--- src/rtl/bcd_seg_scan_if.sv ---
// Display-scanner bus: load/capture inputs from the producer, registered
// active-low segment, decimal-point and anode drives back.
interface bcd_seg_scan_if;
  logic        load;
  logic [15:0] bcd_in;
  logic [3:0]  dp_in;
  logic [6:0]  seg;
  logic        dp;
  logic [3:0]  an;
  logic        err;

  modport master (output load, bcd_in, dp_in, input  seg, dp, an, err);
  modport slave  (input  load, bcd_in, dp_in, output seg, dp, an, err);
endinterface

--- src/rtl/bcd_seg_scan.sv ---
// Four-digit BCD to multiplexed 7-segment scanner with registered outputs.
// Optional macro LEADING_ZERO_BLANK_EN blanks leading zero digits 3..1.
module bcd_seg_scan #(
  parameter int REFRESH_DIV = 50000
) (
  input  logic          clk,
  input  logic          rst,
  bcd_seg_scan_if.slave bus
);
  localparam int NUM_DIG = 4;
  localparam int CW = (REFRESH_DIV > 1) ? $clog2(REFRESH_DIV) : 1;
  localparam logic [CW-1:0] DIV_LAST = CW'(REFRESH_DIV - 1);

  logic [CW-1:0]              r_div;
  logic [1:0]                 r_idx;
  logic [15:0]                r_bcd;
  logic [NUM_DIG-1:0]         r_dp;
  logic [6:0]                 r_seg;
  logic                       r_dpo;
  logic [NUM_DIG-1:0]         r_an;
  logic                       r_err;
  logic                       w_tick;
  logic [NUM_DIG-1:0][6:0]    w_dig_seg;
  logic [NUM_DIG-1:0]         w_dig_err;

  function automatic logic [6:0] seg_decode(input logic [3:0] d);
    case (d)
      4'd0:    return 7'b1000000;
      4'd1:    return 7'b1111001;
      4'd2:    return 7'b0100100;
      4'd3:    return 7'b0110000;
      4'd4:    return 7'b0011001;
      4'd5:    return 7'b0010010;
      4'd6:    return 7'b0000010;
      4'd7:    return 7'b1111000;
      4'd8:    return 7'b0000000;
      4'd9:    return 7'b0010000;
      default: return 7'b0111111;
    endcase
  endfunction

  assign w_tick = (r_div == DIV_LAST);

  // Each digit is decoded in parallel; the scan index only selects one.
  for (genvar g = 0; g < NUM_DIG; g++) begin : g_dig
    logic [3:0] w_d;
    assign w_d          = r_bcd[4*g +: 4];
    assign w_dig_err[g] = (w_d > 4'd9);
`ifdef LEADING_ZERO_BLANK_EN
    if (g == 0) begin : g_keep
      assign w_dig_seg[g] = seg_decode(w_d);
    end else begin : g_blank
      assign w_dig_seg[g] = (r_bcd[15:4*g] == '0) ? 7'b1111111 : seg_decode(w_d);
    end
`else
    assign w_dig_seg[g] = seg_decode(w_d);
`endif
  end

  always_ff @(posedge clk or posedge rst) begin
    if (rst) begin
      r_div <= '0;
      r_idx <= 2'd0;
      r_bcd <= '0;
      r_dp  <= '0;
    end else begin
      r_div <= w_tick ? '0 : r_div + 1'b1;
      if (w_tick)   r_idx <= r_idx + 2'd1;
      if (bus.load) begin
        r_bcd <= bus.bcd_in;
        r_dp  <= bus.dp_in;
      end
    end
  end

  // Outputs decode the pre-edge index/shadow, so they trail both by one clock.
  always_ff @(posedge clk or posedge rst) begin
    if (rst) begin
      r_seg <= 7'b1111111;
      r_dpo <= 1'b1;
      r_an  <= 4'b1111;
      r_err <= 1'b0;
    end else begin
      r_seg <= w_dig_seg[r_idx];
      r_dpo <= ~r_dp[r_idx];
      r_an  <= ~(4'b0001 << r_idx);
      r_err <= |w_dig_err;
    end
  end

  assign bus.seg = r_seg;
  assign bus.dp  = r_dpo;
  assign bus.an  = r_an;
  assign bus.err = r_err;
endmodule

--- src/flat_wrapper.sv ---
// flat-port wrapper written by rule: the top's interface ports become plain ports
module bcd_seg_scan_flat 
#(
  parameter int REFRESH_DIV = 50000
)
  (clk, rst, bus_load, bus_bcd_in, bus_dp_in, bus_seg, bus_dp, bus_an, bus_err);
  bcd_seg_scan_if bus_i ();
  input  logic clk;
  input  logic rst;
  input wire logic [$bits(bus_i.load)-1:0] bus_load;
  input wire logic [$bits(bus_i.bcd_in)-1:0] bus_bcd_in;
  input wire logic [$bits(bus_i.dp_in)-1:0] bus_dp_in;
  output wire logic [$bits(bus_i.seg)-1:0] bus_seg;
  output wire logic [$bits(bus_i.dp)-1:0] bus_dp;
  output wire logic [$bits(bus_i.an)-1:0] bus_an;
  output wire logic [$bits(bus_i.err)-1:0] bus_err;
  assign bus_i.load = bus_load;
  assign bus_i.bcd_in = bus_bcd_in;
  assign bus_i.dp_in = bus_dp_in;
  assign bus_seg = bus_i.seg;
  assign bus_dp = bus_i.dp;
  assign bus_an = bus_i.an;
  assign bus_err = bus_i.err;
  bcd_seg_scan #(.REFRESH_DIV(REFRESH_DIV)) u_core (.clk(clk), .rst(rst), .bus(bus_i));
endmodule
--- config.mk ---
export PLATFORM = sky130hd
export DESIGN_NAME = bcd_seg_scan_flat
export DESIGN_NICKNAME = d
export VERILOG_FILES = /design/src/rtl/bcd_seg_scan_if.sv /design/src/rtl/bcd_seg_scan.sv /design/src/flat_wrapper.sv
export SDC_FILE = /design/constraint.sdc
export NUM_CORES = 1
export LEC_CHECK = 0
export ABC_AREA = 1
export BUFFER_PORTS_ARGS = -buffer_cell sky130_fd_sc_hd__buf_2
export CORE_MARGIN = 3
export CORE_UTILIZATION = 49
export CTS_CLUSTER_DIAMETER = 50
export DETAILED_ROUTE_END_ITERATION = 10
export GPL_TIMING_DRIVEN = 0
export PLACE_DENSITY = 0.7
export RECOVER_POWER = 25
export SKIP_LAST_GASP = 1
export SYNTH_ARGS = -nofsm -noshare
export SYNTH_HDL_FRONTEND = slang
export SYNTH_SLANG_ARGS = --single-unit
--- constraint.sdc ---
create_clock -name clk -period 1.8 [get_ports clk]
set_input_delay 0.18 -clock clk [delete_from_list [all_inputs] [get_ports clk]]
set_output_delay 0.18 -clock clk [all_outputs]
set_load 0.005 [all_outputs]
== Word level (Yosys, flattened, before mapping) ==
Memories as Yosys holds them, arrays and structs flattened.
Index checks and enable logic that the tools add are counted.

* Reduce and logical (&&, ||, !) cells: 1
* Magnitude comparators: 5
* Equality and inequality tests: 1
* Mux-type cells: 5
* $add $sub $neg: 2
* Bitwise operators: 2
* Shift operators: 1

{| class="wikitable"
|+ Operators with widths
! cell !! number
|-
| 16-bit by 1-bit adder with 16-bit output, second input constant || 1
|-
| 16-bit equality test, second input constant || 1
|-
| 4-bit > comparator, second input constant || 4
|-
| 16-bit two-way mux || 1
|-
| 7-bit binary-select mux with 2-bit select || 1
|-
| 7-bit two-way mux || 1
|-
| 4-bit inverter || 1
|-
| 4-bit OR reduction || 1
|-
| 1-bit by 2-bit left shift with 4-bit output, first input constant || 1
|-
| 2-bit by 3-bit less-than comparator with 1-bit output, second input constant || 1
|-
| 2-bit by 1-bit adder with 2-bit output, second input constant || 1
|-
| 1-bit binary-select mux with 2-bit select || 1
|-
| 1-bit two-way mux || 1
|-
| 1-bit inverter || 1
|}

* Bits in read-only memories: 448
* Input bits: 23
* Register bits after elaboration: 51
* Memories kept: 4
* Word-level logic and storage cells: 29

{| class="wikitable"
|+ Memories
! memory !! depth !! bits a word !! read ports !! clocked after memory_dff !! wr ports !! RTL line !! text
|-
| (no name shown) || 16 || 7 || 1 || 0 || 0 || bcd_seg_scan.sv:27 || <nowiki>case (d)</nowiki>
|-
| (no name shown) || 16 || 7 || 1 || 0 || 0 || bcd_seg_scan.sv:27 ||
|-
| (no name shown) || 16 || 7 || 1 || 0 || 0 || bcd_seg_scan.sv:27 ||
|-
| (no name shown) || 16 || 7 || 1 || 0 || 0 || bcd_seg_scan.sv:27 ||
|}

== Longest topological paths before layout ==
Gate-level depths: netlist of run 1.

* Word-level depth: 3
* Gate-level depth with buffers: 9

== Worst setup path before layout of run 1 ==
Ideal clock, no wire load.

* Path type: register -> register
* Start: reg u_core.r_div[0]
* End: reg u_core.r_div[9]
* Required time: 1.729 ns
* Buffers on the path: 0
* Arrival: 1.161 ns
* Cell stages (with the launch flop): 9
* Setup time: 0.071 ns
* Slack: 0.567 ns
* Path through: dfrtp_1 ha_1 nand2_2 inv_2 nand2_2 nor2_4 nand2_2 clkinv_2 nor2_1

* Longest elaborated chain between the ends: 2

{| class="wikitable"
|+ Ends and longest elaborated chain
! element !! RTL line !! text
|-
| start, declared || bcd_seg_scan.sv:14 || <nowiki>logic [CW-1:0] r_div;</nowiki>
|-
| start signal, assigned || bcd_seg_scan.sv:67 || <nowiki>r_div <= w_tick ? '0 : r_div + 1'b1;</nowiki>
|-
| 16-bit by 1-bit adder with 16-bit output or 16-bit equality test (tied branches) || bcd_seg_scan.sv:67, bcd_seg_scan.sv:42 ||
|-
| 16-bit two-way mux (*) || bcd_seg_scan.sv:67 ||
|}

Every way passes the cells marked *; elsewhere a longest branch is shown, timed or not.
A chain may end at the register's enable or synchronous reset.

== Worst setup path after layout of run 1 ==
* Start: reg u_core.r_idx[0]
* End: reg u_core.r_seg[0], in the netlist u_core.bus.seg[0]

* Longest elaborated chain between the ends: 2

{| class="wikitable"
|+ Ends and longest elaborated chain
! element !! RTL line !! text
|-
| start, declared || bcd_seg_scan.sv:15 || <nowiki>logic [1:0] r_idx;</nowiki>
|-
| start signal, assigned || bcd_seg_scan.sv:68 || <nowiki>if (w_tick) r_idx <= r_idx + 2'd1;</nowiki>
|-
| 7-bit binary-select mux with 2-bit select || bcd_seg_scan.sv:84 || <nowiki>r_seg <= w_dig_seg[r_idx];</nowiki>
|-
| 7-bit two-way mux (not written as such) || bcd_seg_scan.sv:84 ||
|-
| end signal, assigned || bcd_seg_scan.sv:84 ||
|-
| end, declared || bcd_seg_scan.sv:18 || <nowiki>logic [6:0] r_seg;</nowiki>
|}

No other way between the ends. The select of a mux whose other input is x is not followed.

==> out/qor.yml, run 1 <==
grt:
  grt_max_degree: 36
  first_global_vias: 2492
  grt_pass1_wl_um: 11100
  grt-ovfl-total: 0
  antenna_found_initial: 0
  grtUsageTotal_pct: 18.8
worst_hold_path:
  hp-start: "bus_bcd_in[10]"
  hp-class: "in2reg"
drt:
  drtIter0Drc: 168
  wl_per_cell_um: 11.7
  drt-total-wl_um: 6240
  vias: 2604
  ant_nets: 0
  drc: 0
  dr.pass1.iters: 4
  vias_per_cell: 4.90
sta:
  drv_slew: 0
  slew_headroom_pct: 55.7
  holdWs_ps: 76.7
  period_needed_ps: 1400
  fin_worst_skew_ps: 8.86
  grt_setup_unrepaired: "no"
  hold_violations: 0
  period_share_pct: 78.1
  timing.final.ws_setup_ps: 395
  worst_pin_slew_ps: 664
  clock.fmax_mhz: 712
  finalSetupViolations: 0
worst_setup_path:
  crit_buf_inv: 1
  start_kind: "flip-flop"
  cp_top_family: "simple AND/OR/NAND/NOR gates"
  crit_start: "u_core.r_idx[0]$_DFFE_PP0N_"
  r2r-start: "u_core.r_idx[0]$_DFFE_PP0N_"
  critical-path-slowest-cell: "dfrtp_1"
  path_class: "reg2reg"
  endpoint_kind: "flip-flop"
  cp_max_fo: 9
  cp_cell_sequence: "buf_6 -> nor2_1 -> nand3_1 -> o21ai_0 -> nor2_1 -> nor2_1"
  crit_required_ps: 2040
  crit_top_cell: "nor2_1"
  cp.arrival_ps: 1640
  cpPeakStageDelay_ps: 430
floorplanning:
  die_w_um: 85.7
  dieArea_mm2: 0.00734
  fp-row-count: 28
  initial_core_util_pct: 51.6
  io_pins: 36
  dieHeight_um: 85.7
  core-area_mm2: 0.00603
logic_synthesis:
  ys_seq_elements: 51
  synth_ff_type: "dfrtp_1"
  syn_nets: 460
  synth_area_mm2: 0.00311
  synth_warnings: 0
  synthArstFlopShare_pct: 100
  syn_avg_cell_area_um2: 7.55
  ys_seq_area_share_pct: 41.5
  synth_edf_count: 0
  netlist_instances: 412
  ys_types: 29
power:
  p_clk_share_pct: 33.0
  combPwrFrac_pct: 15.9
  power_mw: 2.51
  internal_power_mw: 1.84
  p_sw_share_pct: 26.9
  power_density_mw_per_mm2: 714
  p_sw_uw: 677
  vdd_drop_max_v: 0.000413
  power_leakage_nw: 1.87
  seqPwrFrac_pct: 51.1
layout:
  stdcell_count: 531
  seq_area_mm2: 0.00129
  drive_gt1_share_pct: 17.3
  diodes: 0
  nets: 503
  fin_util_pct: 58.4
  area_growth_pct: 13.2
  multiInputGateArea_mm2: 0.00154
  fillers: 557
placed_design:
  placed_cells: 522
  place_ws_ps: 423
  dp_hpwl_um: 4840
  gp_congestion: 0.894
  port_buffers: 34
job:
  max-cap-violations: 0
clock_tree:
  cts_tree: "built"
  clock-sinks: 51
  clock_latency_ps: 300
  ctsHtreeMaxLevel: 2
  numCtsBuffers: 5
  path_clk_slew_ps: 90
  root_buffer: "clkbuf_8"
  cts_resized: 0
  clock_path_buffers: 2
status:
  outcome: "complete, no violations"
layer usage:
metal  track usage, %  part of all wire [%]  up-vias
met5                0                     0        -
met4             5.61                   1.2        0
met3             3.65                   4.3        4
met2             30.4                    46       53
met1             25.8                    49     1174
li1                 -                     -     1373
worst reg2reg max path, stage by stage (launching register included):
cell	delay (ps)
dfrtp_1	430
buf_6	160
nor2_1	250
nand3_1	150
o21ai_0	120
nor2_1	90
nor2_1	150
synth_stat cells, types with 2 or more instances:
master / instances / area [µm²]
a21oi_1: 9 / 45.0
buf_2: 2 / 10.0
buf_6: 2 / 22.5
clkbuf_1: 3 / 11.3
dfrtp_1: 39 / 976
dfstp_2: 12 / 315
ha_1: 25 / 313
inv_1: 58 / 218
inv_2: 3 / 11.3
nand2_1: 119 / 447
nand2_2: 3 / 18.8
nand3_1: 35 / 175
nand3_2: 5 / 50.1
nand3b_1: 2 / 15.0
nand4_1: 6 / 37.5
nor2_1: 39 / 146
nor2_2: 5 / 31.3
nor2_4: 2 / 22.5
o21ai_0: 31 / 155
xor2_1: 3 / 26.3
cells by family after synthesis:
kind of cell,count (synthesis),synth area share [%]
xor gates and xnor gates,4,1.13
AOI/OAI and AO/OA,45,7.69
adders and majority gates,25,10.1
DFF,51,41.5
and+or+nand+nor,217,30.5
buffers and inverters,70,9.05
sequential cells by signal (all words and copies together) (netlist names):
register	cells
u_core.r_bcd	16
u_core.bus.dp	1
u_core.bus.an	4
u_core.r_dp	4
u_core.bus.seg	7
u_core.bus.err	1
u_core.r_idx	2
u_core.r_div	16
cell usage in the layout, fill, tap and decap left out, drive strengths merged:
cell type    Yosys  routed
o21ai           32      32
o211ai           1       1
bufinv           0       1
a21oi            9       9
xnor2            1       1
nand3b           2       2
xor2             3       3
dfrtp           39      39
nor2b            1       1
clkinv           1       2
dlygate4sd3      0       1
inv             61      61
nand2          122     122
o21bai           2       2
nand4            6       6
ha              25      25
nor2            46      46
a22oi            1       1
buf              5      40
dfstp           12      12
clkbuf           3       9
nand3           40      40
final cells by class:
| class | instances | share of cell area [%] |
|---|---|---|
| plain buffers | 8 | 1.35 |
| flip-flops and latches | 51 | 36.7 |
| clock inverters | 2 | 0.995 |
| inverters | 62 | 6.65 |
| well taps | 75 | 2.67 |
| multi-input cells | 291 | 43.6 |
| repair buffers | 36 | 5.69 |
| clock buffers | 6 | 2.35 |
path summary, 6_finish.rpt:
check | endpoint | slack (ps) | cells after the start
worst max-delay path | u_core.bus.seg[0]$_DFF_PP1_ | 400 | 6
worst min-delay path | u_core.r_bcd[10]$_DFFE_PP0P_ | 80 | 3
worst max register to register | u_core.bus.seg[0]$_DFF_PP1_ | 400 | 6
worst min register to register | u_core.r_div[0]$_DFF_PP0_ | 490 | 1
max in group asynchronous | u_core.bus.seg[4]$_DFF_PP1_ | 620 | 4
min in group asynchronous | u_core.bus.err$_DFF_PP0_ | 500 | 3
power by group through the flow:
| stage | Clock [mW] | Sequential (mW) | Combinational (mW) |
|---|---|---|---|
| after global placement | 0 | 1.31 | 0.384 |
| final | 0.828 | 1.28 | 0.400 |
| after CTS | 0.859 | 1.29 | 0.403 |
| after detailed placement | 0 | 1.31 | 0.398 |
| after floorplan | 0 | 1.30 | 0.261 |
| after global routing | 0.907 | 1.30 | 0.469 |
stage by stage:
step,cell area (µm²),setup TNS [ps]
3_5_place_dp,3390,0
6_report,3520,0
2_1_floorplan,3110,0
5_1_grt,3520,0
4_1_cts,3520,0
3_3_place_gp,3370,-8870
repair_timing:
| item | in CTS | in global routing |
|---|---|---|
| hold endpoints to repair | 15 | 0 |
| buffers inserted | 0 | 0 |
| hold buffers | 1 | 0 |
Note: power is estimated with default switching activity, not from simulation.
==> inputs of run 2 (changes only) <==
==> constraint.sdc (replaced) <==
create_clock -name clk -period 1.3 [get_ports clk]
set_input_delay 0.13 -clock clk [delete_from_list [all_inputs] [get_ports clk]]
set_output_delay 0.13 -clock clk [all_outputs]
set_load 0.005 [all_outputs]
==> run 2 against run 1 <==
Compared with the run above: the flow now finishes with violations (negative setup slack); sequential cell count unchanged; largest power group unchanged; combinational power up 70%; highest routed layer unchanged; design area up 12%; first-iteration DRC count up 6.0%; total power up 36%; critical endpoint is now u_core.bus.err$_DFF_PP0_.
==> out/qor.yml, run 2 (synthesis results as in run 1) <==
sta:
  fin_worst_skew_ps: 11.3  # was 8.86 ps
  drv_slew: 0  # unchanged
  hold_violations: 0  # unchanged
  timing.final.ws_setup_ps: -1.53  # was 395 ps
  period_share_pct: 100  # was 78.1%
  fin_tns_setup_ps: -1.53  # was 0 ps
  slew_headroom_pct: 29.0  # was 55.7%
  clock.fmax_mhz: 768  # was 712 MHz
  finalSetupViolations: 1  # was 0
  worst_pin_slew_ps: 1060  # was 664 ps
  period_needed_ps: 1300  # was 1400 ps
  grt_setup_unrepaired: "yes"  # was no
grt:
  first_global_vias: 2633  # was 2492
  grt_pass1_wl_um: 11500  # was 11100 µm
  grt_max_degree: 52  # was 36
  antenna_found_initial: 0  # unchanged
  grt-ovfl-total: 0  # unchanged
  grtUsageTotal_pct: 19.5  # was 18.8%
worst_setup_path:
  endpoint_kind: "flip-flop"  # unchanged
  crit_required_ps: 1480  # was 2040 ps
  cpPeakStageDelay_ps: 400  # was 430 ps
  reg2reg_depth: 6  # unchanged
  rrSetupSlack_ps: -2  # was 400 ps
  crit_top_cell: "inv_2"  # was nor2_1
  r2r_end: "u_core.bus.err$_DFF_PP0_"  # was u_core.bus.seg[0]$_DFF_PP1_
  cp_max_fo: 5  # was 9
  crit_buf_inv: 3  # was 1
  cp_cell_sequence: "inv_2 -> ha_1 -> inv_2 -> buf_4 -> o21ai_0 -> nand4_1"  # was buf_6 -> nor2_1 -> nand3_1 -> o21ai_0 -> nor2_1 -> nor2_1
  cp_top_family: "flip-flops"  # was simple AND/OR/NAND/NOR gates
  start_kind: "flip-flop"  # unchanged
  path_class: "reg2reg"  # unchanged
  critical-path-slowest-cell: "dfrtp_1"  # unchanged
  r2r-start: "u_core.r_bcd[9]$_DFFE_PP0P_"  # was u_core.r_idx[0]$_DFFE_PP0N_
  cp.arrival_ps: 1480  # was 1640 ps
floorplanning:
  dieArea_mm2: 0.00734  # unchanged
  core-area_mm2: 0.00603  # unchanged
  die_w_um: 85.7  # unchanged
  io_pins: 36  # unchanged
  dieHeight_um: 85.7  # unchanged
  initial_core_util_pct: 51.6  # unchanged
  fp-row-count: 28  # unchanged
clock_tree:
  path_clk_slew_ps: 100  # was 90 ps
  clock-sinks: 51  # unchanged
  clock_latency_ps: 310  # was 300 ps
  root_buffer: "clkbuf_8"  # unchanged
  numCtsBuffers: 5  # unchanged
  clock_path_buffers: 2  # unchanged
  cts_tree: "built"  # unchanged
  ctsHtreeMaxLevel: 2  # unchanged
  postCtsHoldBufs: 0  # was 1
layout:
  final_cell_mix: "115 x nand2_1, 43 x inv_1, 38 x dfrtp_1"  # was 119 x nand2_1, 58 x inv_1, 39 x nor2_1, 39 x dfrtp_1, 36 x buf_2
  nets: 533  # was 503
  drive_gt1_share_pct: 31.3  # was 17.3%
  fillers: 501  # was 557
  stdcell_count: 561  # was 531
  area_growth_pct: 26.4  # was 13.2%
  fin_area_mm2: 0.00393  # was 0.00352 mm²
  seq_area_mm2: 0.00129  # about the same
  diodes: 0  # unchanged
  multiInputGateArea_mm2: 0.00171  # was 0.00154 mm²
  final_common_cell: "nand2_1"  # unchanged
drt:
  ant_nets: 0  # unchanged
  drtIter0Drc: 178  # was 168
  drt-total-wl_um: 7040  # was 6240 µm
  vias: 2766  # was 2604
  dr.pass1.iters: 4  # unchanged
  wl_per_cell_um: 12.6  # was 11.7 µm
  vias_per_cell: 4.93  # was 4.90
  drc: 0  # unchanged
placed_design:
  place_area_mm2: 0.00338  # was 0.00339 mm²
  port_buffers: 34  # unchanged
  dp_hpwl_um: 4820  # was 4840 µm
  gp_congestion: 0.900  # was 0.894
  placed_cells: 521  # was 522
job:
  max-cap-violations: 0  # unchanged
power:
  vdd_drop_max_v: 0.000622  # was 0.000413 V
  power_density_mw_per_mm2: 867  # was 714 mW/mm²
  power_mw: 3.41  # was 2.51 mW
  power_leakage_nw: 2.03  # was 1.87 nW
worst_hold_path:
  min_path_cells: 3  # unchanged
  hp-start: "bus_bcd_in[5]"  # was bus_bcd_in[10]
  whs_endpoint: "u_core.r_bcd[5]$_DFFE_PP0P_"  # was u_core.r_bcd[10]$_DFFE_PP0P_
  hp-class: "in2reg"  # unchanged
status:
  outcome: "finished, violations left"  # was complete, no violations
  violations: "negative setup slack"
## run 2: changes by cell type in the layout (fill, tap and decap cells not counted), moves of 6 or more
cell | previous run | this run
ha_1 | 25 | 19
buf_4 | 0 | 29
inv_1 | 58 | 43
nor2_1 | 39 | 28
o21ai_0 | 31 | 25
inv_2 | 3 | 15
nor2_2 | 5 | 12
## run 2: worst max path at each step
| stage | startpoint | endpoint | slack, ps | cells past startpoint |
|---|---|---|---|---|
| finish | u_core.r_bcd[9]$_DFFE_PP0P_ | u_core.bus.err$_DFF_PP0_ | -2 | 6 |
| global route | u_core.r_bcd[5]$_DFFE_PP0P_ | u_core.bus.seg[0]$_DFF_PP1_ | -60 | 8 |
| CTS | u_core.r_bcd[4]$_DFFE_PP0P_ | u_core.bus.seg[3]$_DFF_PP1_ | -10 | 7 |
| detailed placement | u_core.r_bcd[12]$_DFFE_PP0P_ | u_core.bus.seg[3]$_DFF_PP1_ | -70 | 7 |
| global placement | u_core.r_bcd[12]$_DFFE_PP0P_ | u_core.bus.seg[3]$_DFF_PP1_ | -50 | 7 |
| floorplan | u_core.r_div[0]$_DFF_PP0_ | u_core.r_div[9]$_DFF_PP0_ | 70 | 8 |
## run 2: metrics by stage
step	setup WS (ps)	util (%)	hold slack [ps]
after floorplan	67.3	-	174
after global placement	-50.0	56.0	336
after detailed placement	-70.8	56.0	343
after CTS	-11.3	59.1	9.63
after global routing	-58.3	65.2	15.8
final	-1.53	65.2	13.7
## run 2: layer usage
layer	global-route usage [%]	vias up	part of all wire, %
li1	-	1433	-
met1	26.5	1260	48
met2	31.8	67	47
met3	3.65	6	4.3
met4	5.32	0	1.2
met5	0	-	0
## run 2: cell type report
type / instances / share of cell area [%]
buffer: 8 / 1.66
clock buffer: 5 / 1.75
clock inverter: 3 / 0.509
inverter: 62 / 6.49
multi-input combinational: 291 / 43.4
sequential: 51 / 32.9
tap: 75 / 2.39
timing repair buffer: 66 / 10.9
## run 2: what timing repair did
item                                    CTS  global route
pin swaps                                 3            14
cloned                                    0             2
endpoints found under the setup margin   14            20
gates resized for setup                  14            55
setup buffers                            10            20
## run 2: worst reg2reg max path, stage by stage (launching register included)
cell     delay (ps)
dfrtp_1         400
inv_2           120
ha_1            170
inv_2            50
buf_4           120
o21ai_0         180
nand4_1         130
## run 2: report_power, final
group	switching, mW	leakage (nW)	total, mW	internal [mW]
clock	0.565	0.0402	0.941	0.376
combinational	0.394	1.38	0.679	0.284
sequential	0.0776	0.615	1.79	1.71
total	1.04	2.03	3.41	2.37
==> inputs of run 3 (changes only) <==
--- a/config.mk
+++ b/config.mk
@@ -12,7 +12,7 @@
 export CTS_CLUSTER_DIAMETER = 50
 export DETAILED_ROUTE_END_ITERATION = 10
 export GPL_TIMING_DRIVEN = 0
-export PLACE_DENSITY = 0.7
+export PLACE_DENSITY = 0.75
 export RECOVER_POWER = 25
 export SKIP_LAST_GASP = 1
 export SYNTH_ARGS = -nofsm -noshare
==> run 3 against run 2 <==
Compared with the run above: highest routed layer unchanged; die area unchanged; global-route usage decreased by 0.54 points; total power increased by 12%; wire length is 2.3% higher; sequential cell count is the same; via count grew 1.4%; maximum frequency decreased by 7.4%; non-clock buffer count down 4; the flow still finishes with violations (negative setup slack); hold slack improved by 9.4 ps; clock power is 38% higher.
==> out/qor.yml, run 3 (synthesis results as in run 1) <==
grt:
  grtUsageTotal_pct: 18.9  # was 19.5%
  antenna_found_initial: 0  # unchanged
  grt-ovfl-total: 0  # unchanged
  grt_max_degree: 52  # unchanged
  first_global_vias: 2618  # was 2633
  grt_pass1_wl_um: 11300  # was 11500 µm
sta:
  hold_violations: 0  # unchanged
  period_share_pct: 108  # was 100%
  drv_slew: 0  # unchanged
  slew_headroom_pct: 28.5  # was 29.0%
  grt_setup_unrepaired: "yes"  # unchanged
  period_needed_ps: 1410  # was 1300 ps
  fin_worst_skew_ps: 6.74  # was 11.3 ps
  clock.fmax_mhz: 712  # was 768 MHz
  timing.final.ws_setup_ps: -105  # was -1.53 ps
  fin_tns_setup_ps: -106  # was -1.53 ps
  finalSetupViolations: 2  # was 1
  worst_pin_slew_ps: 1070  # was 1060 ps
worst_setup_path:
  critical-path-slowest-cell: "dfrtp_1"  # unchanged
  cp_cell_sequence: "buf_4 -> ha_1 -> inv_1 -> nand2_1 -> nand3_1 -> o21ai_1 -> nor2_1 -> nor2_2"  # was inv_2 -> ha_1 -> inv_2 -> buf_4 -> o21ai_0 -> nand4_1
  path_class: "reg2reg"  # unchanged
  rrSetupSlack_ps: -110  # was -2 ps
  cpPeakStageDelay_ps: 410  # was 400 ps
  cp_top_family: "simple AND/OR/NAND/NOR gates"  # was flip-flops
  cp_max_fo: 3  # was 5
  start_kind: "flip-flop"  # unchanged
  crit_buf_inv: 2  # was 3
  cp.arrival_ps: 1640  # was 1480 ps
  crit_required_ps: 1540  # was 1480 ps
  endpoint_kind: "flip-flop"  # unchanged
layout:
  multiInputGateArea_mm2: 0.00177  # was 0.00171 mm²
  stdcell_count: 557  # was 561
  final_cell_mix: "108 x nand2_1, 44 x inv_1, 36 x dfrtp_1"  # was 115 x nand2_1, 43 x inv_1, 38 x dfrtp_1
  fin_util_pct: 66.3  # was 65.2%
  seq_area_mm2: 0.00129  # about the same
  drive_gt1_share_pct: 34.2  # was 31.3%
  final_common_cell: "nand2_1"  # unchanged
  area_growth_pct: 28.6  # was 26.4%
  fillers: 490  # was 501
  nets: 529  # was 533
  fin_area_mm2: 0.00400  # was 0.00393 mm²
  diodes: 0  # unchanged
clock_tree:
  cts_tree: "built"  # unchanged
  root_buffer: "clkbuf_8"  # unchanged
  clock_path_buffers: 2  # unchanged
  postCtsHoldBufs: 0  # unchanged
  ctsHtreeMaxLevel: 2  # unchanged
  numCtsBuffers: 5  # unchanged
  clock_latency_ps: 310  # about the same
  path_clk_slew_ps: 90  # was 100 ps
  clock-sinks: 51  # unchanged
placed_design:
  port_buffers: 34  # unchanged
  place_ws_ps: -85.8  # was -70.8 ps
  place_area_mm2: 0.00338  # unchanged
  dp_hpwl_um: 4850  # was 4820 µm
  gp_congestion: 0.907  # was 0.900
  placed_cells: 521  # unchanged
floorplanning:
  initial_core_util_pct: 51.6  # unchanged
  core-area_mm2: 0.00603  # unchanged
  dieHeight_um: 85.7  # unchanged
  die_w_um: 85.7  # unchanged
  io_pins: 36  # unchanged
  dieArea_mm2: 0.00734  # unchanged
  fp-row-count: 28  # unchanged
drt:
  drtIter0Drc: 247  # was 178
  vias_per_cell: 5.04  # was 4.93
  vias: 2805  # was 2766
  wl_per_cell_um: 12.9  # was 12.6 µm
  ant_nets: 0  # unchanged
  drt-total-wl_um: 7210  # was 7040 µm
  dr.pass1.iters: 4  # unchanged
  drc: 0  # unchanged
power:
  power_density_mw_per_mm2: 956  # was 867 mW/mm²
  power_leakage_nw: 2.04  # was 2.03 nW
  vdd_drop_max_v: 0.000541  # was 0.000622 V
status:
  outcome: "finished, violations left"  # unchanged
  violations: "negative setup slack"  # unchanged
worst_hold_path:
  hp-class: "in2reg"  # unchanged
job:
  max-cap-violations: 0  # unchanged
## run 3: worst min-delay path: stages
cell and delay [ps]:
buf_2 70, nand2_1 40, o21ai_0 60
## run 3: repair_timing
action,4_1_cts,5_1_grt
pin swaps,3,25
setup buffers,8,20
endpoints found under the setup margin,15,21
resized for setup,12,76
## run 3: cell type report
| class | count | share of cell area [%] |
|---|---|---|
| plain buffers | 8 | 1.44 |
| well taps | 75 | 2.35 |
| repair buffers | 62 | 9.77 |
| flip-flops and latches | 51 | 32.4 |
| clock inverters | 2 | 1.50 |
| inverters | 62 | 6.38 |
| clock buffers | 6 | 1.82 |
| multi-input cells | 291 | 44.4 |
## run 3: report_power, final
part	total, mW	internal (mW)	switching (mW)
clock network	1.30	0.769	0.534
registers	1.79	1.71	0.0809
logic	0.726	0.302	0.424
total	3.82	2.78	1.04
## run 3: metal layers
layer  vias up  GRT usage [%]  wire length, µm
met2        73           31.3             3540
met5         -              0                0
met1      1288           25.8             3230
li1       1433              -                -
met3        11           3.17              334
met4         0           5.04              106
## run 3: through the flow
step | hold slack [ps] | power (mW)
final | 23.1 | 3.82
after detailed placement | 342 | 2.36
after CTS | 19.6 | 3.69
after global placement | 337 | 2.34
after floorplan | 174 | 2.16
after global routing | 39.9 | 4.01
## run 3: final timing paths
path / start / end / depth (start not counted)
worst max register to register: u_core.r_bcd[8]$_DFFE_PP0P_ / u_core.bus.seg[3]$_DFF_PP1_ / 8
min in group asynchronous: rst / u_core.r_bcd[5]$_DFFE_PP0P_ / 2
worst min register to register: u_core.r_dp[1]$_DFFE_PP0P_ / u_core.bus.dp$_DFF_PP1_ / 3
max in group asynchronous: rst / u_core.r_div[3]$_DFF_PP0_ / 2
worst min-delay path: bus_bcd_in[12] / u_core.r_bcd[12]$_DFFE_PP0P_ / 3
worst max-delay path: u_core.r_bcd[8]$_DFFE_PP0P_ / u_core.bus.seg[3]$_DFF_PP1_ / 8
